--- src/rtl/vga_sprite_mixer.sv ---
// rtl/vga_sprite_mixer.sv - two-stage sprite-over-checkerboard pixel compositor
// Optional collision flag: define COLLISION_DETECT_EN.
module vga_sprite_mixer #(
  parameter int NUM_SPRITES = 4,
  parameter int SPRITE_SIZE = 32,
  parameter int COL_W       = 12,
  parameter int ROW_W       = 11,
  parameter int CHECKER_BIT = 7
) (
  input  logic                     clock_i,
  input  logic                     reset_i,
  input  logic [COL_W-1:0]         display_col_i,
  input  logic [ROW_W-1:0]         display_row_i,
  input  logic                     visible_i,
  input  logic                     hsync_i,
  input  logic                     vsync_i,
  input  logic [NUM_SPRITES-1:0]   sprite_en_i,
  input  logic [NUM_SPRITES*COL_W-1:0] sprite_x_i,
  input  logic [NUM_SPRITES*ROW_W-1:0] sprite_y_i,
  input  logic [NUM_SPRITES*15-1:0]    sprite_color_i,
  input  logic [8:0]               bg_tint_i,
  output logic [7:0]               vga_r_o,
  output logic [7:0]               vga_g_o,
  output logic [7:0]               vga_b_o,
  output logic                     vga_hs_o,
  output logic                     vga_vs_o,
  output logic                     vga_blank_n_o,
  output logic                     collision_o
);

  localparam int N = NUM_SPRITES;
  localparam logic [COL_W:0] SIZE_COL = (COL_W+1)'(SPRITE_SIZE);
  localparam logic [ROW_W:0] SIZE_ROW = (ROW_W+1)'(SPRITE_SIZE);

  logic                 vs_prev_q;
  logic                 latch_d;
  logic [N-1:0]         en_q;
  logic [N*COL_W-1:0]   x_q;
  logic [N*ROW_W-1:0]   y_q;
  logic [N*15-1:0]      color_q;

  assign latch_d = ~vsync_i & vs_prev_q;

  always_ff @(posedge clock_i) begin
    if (reset_i) begin
      vs_prev_q <= 1'b1;
      en_q      <= '0;
      x_q       <= '0;
      y_q       <= '0;
      color_q   <= '0;
    end else begin
      vs_prev_q <= vsync_i;
      if (latch_d) begin
        en_q    <= sprite_en_i;
        x_q     <= sprite_x_i;
        y_q     <= sprite_y_i;
        color_q <= sprite_color_i;
      end
    end
  end

  // One extra bit on each side of the compare keeps x+SIZE from wrapping at the field edge.
  logic [N-1:0] hit_d;
  logic [COL_W:0] col_e;
  logic [ROW_W:0] row_e;
  assign col_e = {1'b0, display_col_i};
  assign row_e = {1'b0, display_row_i};

  for (genvar i = 0; i < N; i++) begin : g_hit
    logic [COL_W:0] x_e;
    logic [ROW_W:0] y_e;
    assign x_e = {1'b0, x_q[i*COL_W +: COL_W]};
    assign y_e = {1'b0, y_q[i*ROW_W +: ROW_W]};
    assign hit_d[i] = en_q[i] && (col_e >= x_e) && (col_e < x_e + SIZE_COL) &&
                      (row_e >= y_e) && (row_e < y_e + SIZE_ROW);
  end

  logic [N-1:0] hit_q;
  logic         vis_q, checker_q, hs_q, vs_q, blank_q;

  always_ff @(posedge clock_i) begin
    if (reset_i) begin
      hit_q     <= '0;
      vis_q     <= 1'b0;
      checker_q <= 1'b0;
      hs_q      <= 1'b1;
      vs_q      <= 1'b1;
      blank_q   <= 1'b0;
    end else begin
      hit_q     <= hit_d;
      vis_q     <= visible_i;
      checker_q <= display_col_i[CHECKER_BIT] ^ display_row_i[CHECKER_BIT];
      hs_q      <= hsync_i;
      vs_q      <= vsync_i;
      blank_q   <= hsync_i & vsync_i;
    end
  end

  logic [14:0] sel_c_d;
  logic [7:0]  r_d, g_d, b_d;

  // Scanning from the top index down lets the lowest-index hit overwrite the rest.
  always_comb begin
    sel_c_d = 15'd0;
    for (int i = N - 1; i >= 0; i--) begin
      if (hit_q[i]) sel_c_d = color_q[i*15 +: 15];
    end
  end

  always_comb begin
    r_d = 8'd0;
    g_d = 8'd0;
    b_d = 8'd0;
    if (vis_q) begin
      if (|hit_q) begin
        r_d = {sel_c_d[14:10], sel_c_d[14:12]};
        g_d = {sel_c_d[9:5],   sel_c_d[9:7]};
        b_d = {sel_c_d[4:0],   sel_c_d[4:2]};
      end else begin
        r_d = {bg_tint_i[8:6], {5{checker_q}}};
        g_d = {bg_tint_i[5:3], {5{checker_q}}};
        b_d = {bg_tint_i[2:0], {5{checker_q}}};
      end
    end
  end

  always_ff @(posedge clock_i) begin
    if (reset_i) begin
      vga_r_o       <= 8'd0;
      vga_g_o       <= 8'd0;
      vga_b_o       <= 8'd0;
      vga_hs_o      <= 1'b1;
      vga_vs_o      <= 1'b1;
      vga_blank_n_o <= 1'b0;
    end else begin
      vga_r_o       <= r_d;
      vga_g_o       <= g_d;
      vga_b_o       <= b_d;
      vga_hs_o      <= hs_q;
      vga_vs_o      <= vs_q;
      vga_blank_n_o <= blank_q;
    end
  end

`ifdef COLLISION_DETECT_EN
  logic sticky_q, coll_q, overlap_d;
  assign overlap_d = vis_q & (|(hit_q & (hit_q - N'(1))));

  // An overlap seen on the latch cycle belongs to the frame that is just starting.
  always_ff @(posedge clock_i) begin
    if (reset_i) begin
      sticky_q <= 1'b0;
      coll_q   <= 1'b0;
    end else if (latch_d) begin
      coll_q   <= sticky_q;
      sticky_q <= overlap_d;
    end else if (overlap_d) begin
      sticky_q <= 1'b1;
    end
  end
  assign collision_o = coll_q;
`else
  assign collision_o = 1'b0;
`endif

endmodule
--- config.mk ---
export PLATFORM = sky130hd
export DESIGN_NAME = vga_sprite_mixer
export DESIGN_NICKNAME = d
export VERILOG_FILES = /design/src/rtl/vga_sprite_mixer.sv
export SDC_FILE = /design/constraint.sdc
export NUM_CORES = 1
export LEC_CHECK = 0
export CAP_MARGIN = 5
export CORE_MARGIN = 5
export CORE_UTILIZATION = 53
export DETAILED_ROUTE_END_ITERATION = 8
export PLACE_DENSITY = 0.85
export SLEW_MARGIN = 20
export SYNTH_ARGS = -nofsm -noshare
export SYNTH_HDL_FRONTEND = slang
export SYNTH_SLANG_ARGS = --single-unit
--- constraint.sdc ---
create_clock -name clock_i -period 2.4 [get_ports clock_i]
set_input_delay 0.6 -clock clock_i [delete_from_list [all_inputs] [get_ports clock_i]]
set_output_delay 0.6 -clock clock_i [all_outputs]
set_load 0.02 [all_outputs]
## Word level (Yosys, flattened, before mapping)

Index checks and enable logic that the tools add are counted.

- Bitwise logic cells: 5
- Reduce and logical (&&, ||, !) cells: 18
- Multiplexer cells: 7
- $lt $le $gt $ge: 16
- Add/subtract/negate cells: 8

Operators by type and width:

| operator | count |
|---|---|
| $mux W15 | 4 |
| $add A12 B6 Y13 const B | 4 |
| $lt A12 B13 Y1 | 4 |
| $add A11 B6 Y12 const B | 4 |
| $ge A12 B12 Y1 | 4 |
| $lt A11 B12 Y1 | 4 |
| $ge A11 B11 Y1 | 4 |
| $mux W8 | 3 |
| $logic_and A1 B1 Y1 | 16 |
| $reduce_or A4 Y1 | 1 |
| $and A1 B1 Y1 | 2 |
| $not A1 Y1 | 2 |
| $reduce_or A2 Y1 | 1 |
| $xor A1 B1 Y1 | 1 |

- Bits in registers: 192
- Output and inout bits: 28

## Depth between registers and ports, before layout

Gate-level depths: netlist of the first run.

- Depth after elaboration: 5
- Gate-level depth with buffers: 11
- Depth with buffers taken out: 11

## Worst setup path before layout of the first run

Ideal clock, no wire load.

- Path type: register -> register
- Start: reg x_q[41]
- End: reg hit_q[3]
- Library setup time: 103 ps
- Period minus slack after synthesis: 2210 ps
- Arrival: 2106 ps
- Cell stages (with the launch flop): 12
- Slack: 190 ps
- Path through: dfxtp_1 -> ha_1 -> and3_1 -> nand3_1 -> xnor2_1 -> ha_1 -> a21oi_1 -> nand2_1 -> nor3_1 -> o31ai_1 -> o311a_1 -> a2111oi_2

- Longest elaborated chain between the ends: 5

RTL lines:

| item | line | RTL |
|---|---|---|
| start: declaration | 38 | `logic [N*COL_W-1:0] x_q;` |
| start signal: assignment | 55 | `x_q <= sprite_x_i;` |
| $add A12 B6 Y13 / $ge A12 B12 Y1 (equally long branches) | 74 | `assign hit_d[i] = en_q[i] && (col_e >= x_e) && (col_e < x_e + SIZE_COL) &&` |
| $lt A12 B13 Y1 / $logic_and A1 B1 Y1 (equally long branches) | 74 |  |
| $logic_and A1 B1 Y1 * (2 in series) | 74 |  |
| $logic_and A1 B1 Y1 * | 75 | `(row_e >= y_e) && (row_e < y_e + SIZE_ROW);` |
| end signal: assignment | 90 | `hit_q <= hit_d;` |
| end: declaration | 78 | `logic [N-1:0] hit_q;` |

Every way passes the cells marked *; elsewhere a longest branch is shown, timed or not.
A chain may end at the register's enable or synchronous reset.

## Worst setup path after layout of the first run

- Start: reg x_q[42]
- End: reg hit_q[3]

Same word-level chain as after synthesis.

==> impl_metrics.json, run 1 <==
{
  "cts-root-buf": "clkbuf_16",
  "finalHoldViolCount": 0,
  "ys_ff_latch": 192,
  "postSynthAreaPerCell_um2": 7.68,
  "cp_cell_sequence": "ha_4, and3_4, nand3_4, xnor2_4, ha_4, a21oi_2, nand2_1, nor3_2, o31ai_2, o311a_1, a2111oi_2",
  "routed-via-count": 10800,
  "syn_area_mm2": 0.0110,
  "hold_path.class": "flip-flop to flip-flop",
  "worst-setup-path-type": "flip-flop to flip-flop",
  "row_count": 52,
  "leakage_nw": 5.88,
  "finalMaxSlewViolations": 0,
  "period_needed_ps": 2320,
  "drt_wl_total_um": 32500,
  "maxCapViolations": 0,
  "post-route-worst-setup-slack_ps": 82.3,
  "hpwl_um": 24700,
  "port_buffers": 219,
  "syn_inst": 1437,
  "die-height_um": 154,
  "hold_buffers": 0,
  "antenna_left": 0,
  "drc": 0,
  "gp_congestion": 0.895,
  "end_kind": "flip-flop",
  "synth-edff-count": 0,
  "ys.flop_type": "dfxtp_1",
  "drtPass1Iterations": 5,
  "synthArstFlopShare_pct": 0,
  "p_per_area_mw_per_mm2": 543,
  "worstSkewPairLatency_ps": 450,
  "clock_path_buffers": 2,
  "max_stage_delay_ps": 370,
  "report.power.total_mw": 7.99,
  "synthDistinctLibCells": 54,
  "rsz0062_at_grt": "true",
  "io_pins": 221,
  "track_usage_pct": 26.3,
  "die_w_um": 154,
  "required_ps": 2740,
  "cts_max_level": 4,
  "area_delta_synth_final_pct": 33.5,
  "finalSetupViolations": 0,
  "synth-seq-area-share_pct": 34.8,
  "crit_top_cell": "ha_4",
  "holdWs_ps": 419,
  "synth_warnings": 0,
  "synth_nets": 1782,
  "fp.dieArea_mm2": 0.0238,
  "coreArea_mm2": 0.0204,
  "grt_pass1_wl_um": 51600,
  "place_ws_ps": -306,
  "final_nets": 2026,
  "first_iter_violations": 670,
  "worst_pin_slew_ps": 958,
  "numCtsBuffers": 17,
  "drive_gt1_share_pct": 8.91,
  "crit_fanout": 3,
  "worst_path_max_delay_cell": "dfxtp_4",
  "relSlewSlack_pct": 36.1,
  "overflow": 0,
  "cp-start-kind": "flip-flop",
  "run_status": "finished, final reports clean",
  "max_freq_mhz": 431,
  "cts_sinks": 192,
  "grt_start_max_net_pins": 93,
  "antenna_found_initial": 1,
  "peakVddDrop_mv": 0.442,
  "clk_pin_slew_ps": 80,
  "start_util_pct": 54.2,
  "cp.arrival_ps": 2660,
  "wire_per_inst_um": 16.5,
  "cts_tree": "yes",
  "vias_per_cell": 5.48,
  "timing.final.crit_share_pct": 96.6,
  "grt_pass1_vias": 10700,
  "skew_ps": 12.4
}
[synthesized netlist by cell type, types with 11 or more instances]
| master | count | area share [%] |
|---|---|---|
| a211oi_1 | 12 | 0.82 |
| nor3_1 | 15 | 0.68 |
| nor2b_1 | 15 | 0.85 |
| inv_1 | 88 | 3.0 |
| ha_1 | 152 | 17 |
| xnor2_1 | 37 | 2.9 |
| a21oi_1 | 274 | 12 |
| nand2_1 | 353 | 12 |
| clkbuf_1 | 60 | 2.0 |
| a21o_1 | 20 | 1.4 |
| nand2b_1 | 11 | 0.62 |
| nor2_1 | 40 | 1.4 |
| o21ai_0 | 24 | 1.1 |
| nand3b_1 | 16 | 1.1 |
| dfxtp_1 | 192 | 35 |
| nand3_1 | 33 | 1.5 |
[cells by family after synthesis]
group / share of synthesized area [%]
compound gates: 18.7
xor+xnor: 2.94
fa+ha+maj: 17.2
buf+inv: 5.73
flops: 34.8
other cells: 0.0340
simple gates: 20.5
[metrics by stage]
stage	TNS, ps	std cells	util [%]	area (um2)
floorplan	0	1437	-	11000
global placement	-963	1930	68.5	14000
detailed placement	-1150	1930	68.5	14000
CTS	0	1962	71.5	14600
global route	-27.8	1965	72.3	14700
finish	0	1965	72.3	14700
[cells in the final DEF (no fill, tap or decap), drive strengths merged, types with 16 or more instances in the layout]
cell type / Yosys / final
ha: 152 / 152
xnor2: 37 / 37
nor2: 40 / 40
clkbuf: 60 / 17
inv: 98 / 106
a21o: 20 / 20
dfxtp: 192 / 192
clkdlybuf4s50: 0 / 216
nand2: 354 / 354
nand3: 33 / 33
buf: 9 / 76
o21ai: 30 / 30
a21oi: 274 / 274
nand3b: 16 / 16
[flip-flops by register name, indices dropped and copies added (netlist names), 4 cells and up]
signal   flops
color_q     60
x_q         48
y_q         44
vga_b_o      8
vga_g_o      8
vga_r_o      8
en_q         4
hit_q        4
[area by class of cell]
| cell class | count | area, um2 |
|---|---|---|
| Tap cell | 270 | 338 |
| Clock buffer | 17 | 425 |
| Sequential cell | 192 | 3850 |
| Inverter | 98 | 370 |
| Antenna cell | 1 | 2.50 |
| Clock inverter | 15 | 164 |
| Fill cell | 1570 | 5640 |
| Timing Repair Buffer | 294 | 2870 |
| Multi-Input combinational cell | 1078 | 6700 |
[timing repair]
action,in CTS,in global routing
pin swaps,4,16
buffers inserted,0,2
gates resized for setup,6,26
endpoints found under the setup margin,2,3
gates cloned,0,0
[layer usage]
metal | wire length [um] | vias to the layer above | track usage, % | share of wire [%]
met5 | 0 | - | 0 | 0
met4 | 929 | 0 | 9.04 | 2.9
met3 | 2180 | 82 | 5.64 | 6.7
met2 | 15600 | 373 | 45.1 | 48
met1 | 13800 | 4952 | 32.8 | 42
li1 | - | 5365 | - | -
[final timing paths]
path | startpoint | endpoint | slack, ps | cells past startpoint
max reg2reg | x_q[42] | hit_q[3] | 80 | 11
max | x_q[42] | hit_q[3] | 80 | 11
min | hs_q | vga_hs_o | 420 | 1
min reg2reg | hs_q | vga_hs_o | 420 | 1
[critical path, delay by kind of cell, from the launching register on]
family                   cells  cell delay, ps
flip-flops                   1             370
XOR/XNOR                     1             180
adder cells (fa/ha/maj)      2             370
AO/OA/AOI/OAI                4             680
AND/OR/NAND/NOR              4             610
[where the power goes]
part           internal (mW)  switching, mW
clock network           1.40           1.46
registers               3.35          0.110
logic                  0.842          0.829
(Power assumes the default switching activity.)
==> run 2, diff against run 1 <==
- CTS_CLUSTER_SIZE: not set -> 30
==> results of run 2 <==
The final DEF is identical to that of run 1; final timing and power are the same.
==> run 3, diff against run 2 <==
--- a/constraint.sdc
+++ b/constraint.sdc
@@ -3,2 +3,2 @@
 set_output_delay 0.6 -clock clock_i [all_outputs]
-set_load 0.02 [all_outputs]
+set_load 0.05 [all_outputs]
==> results of run 3 <==
Same layout as run 1 (identical final DEF). Status: finished, final reports clean.
Among the figures that moved: total power 7.99 mW -> 8.02 mW
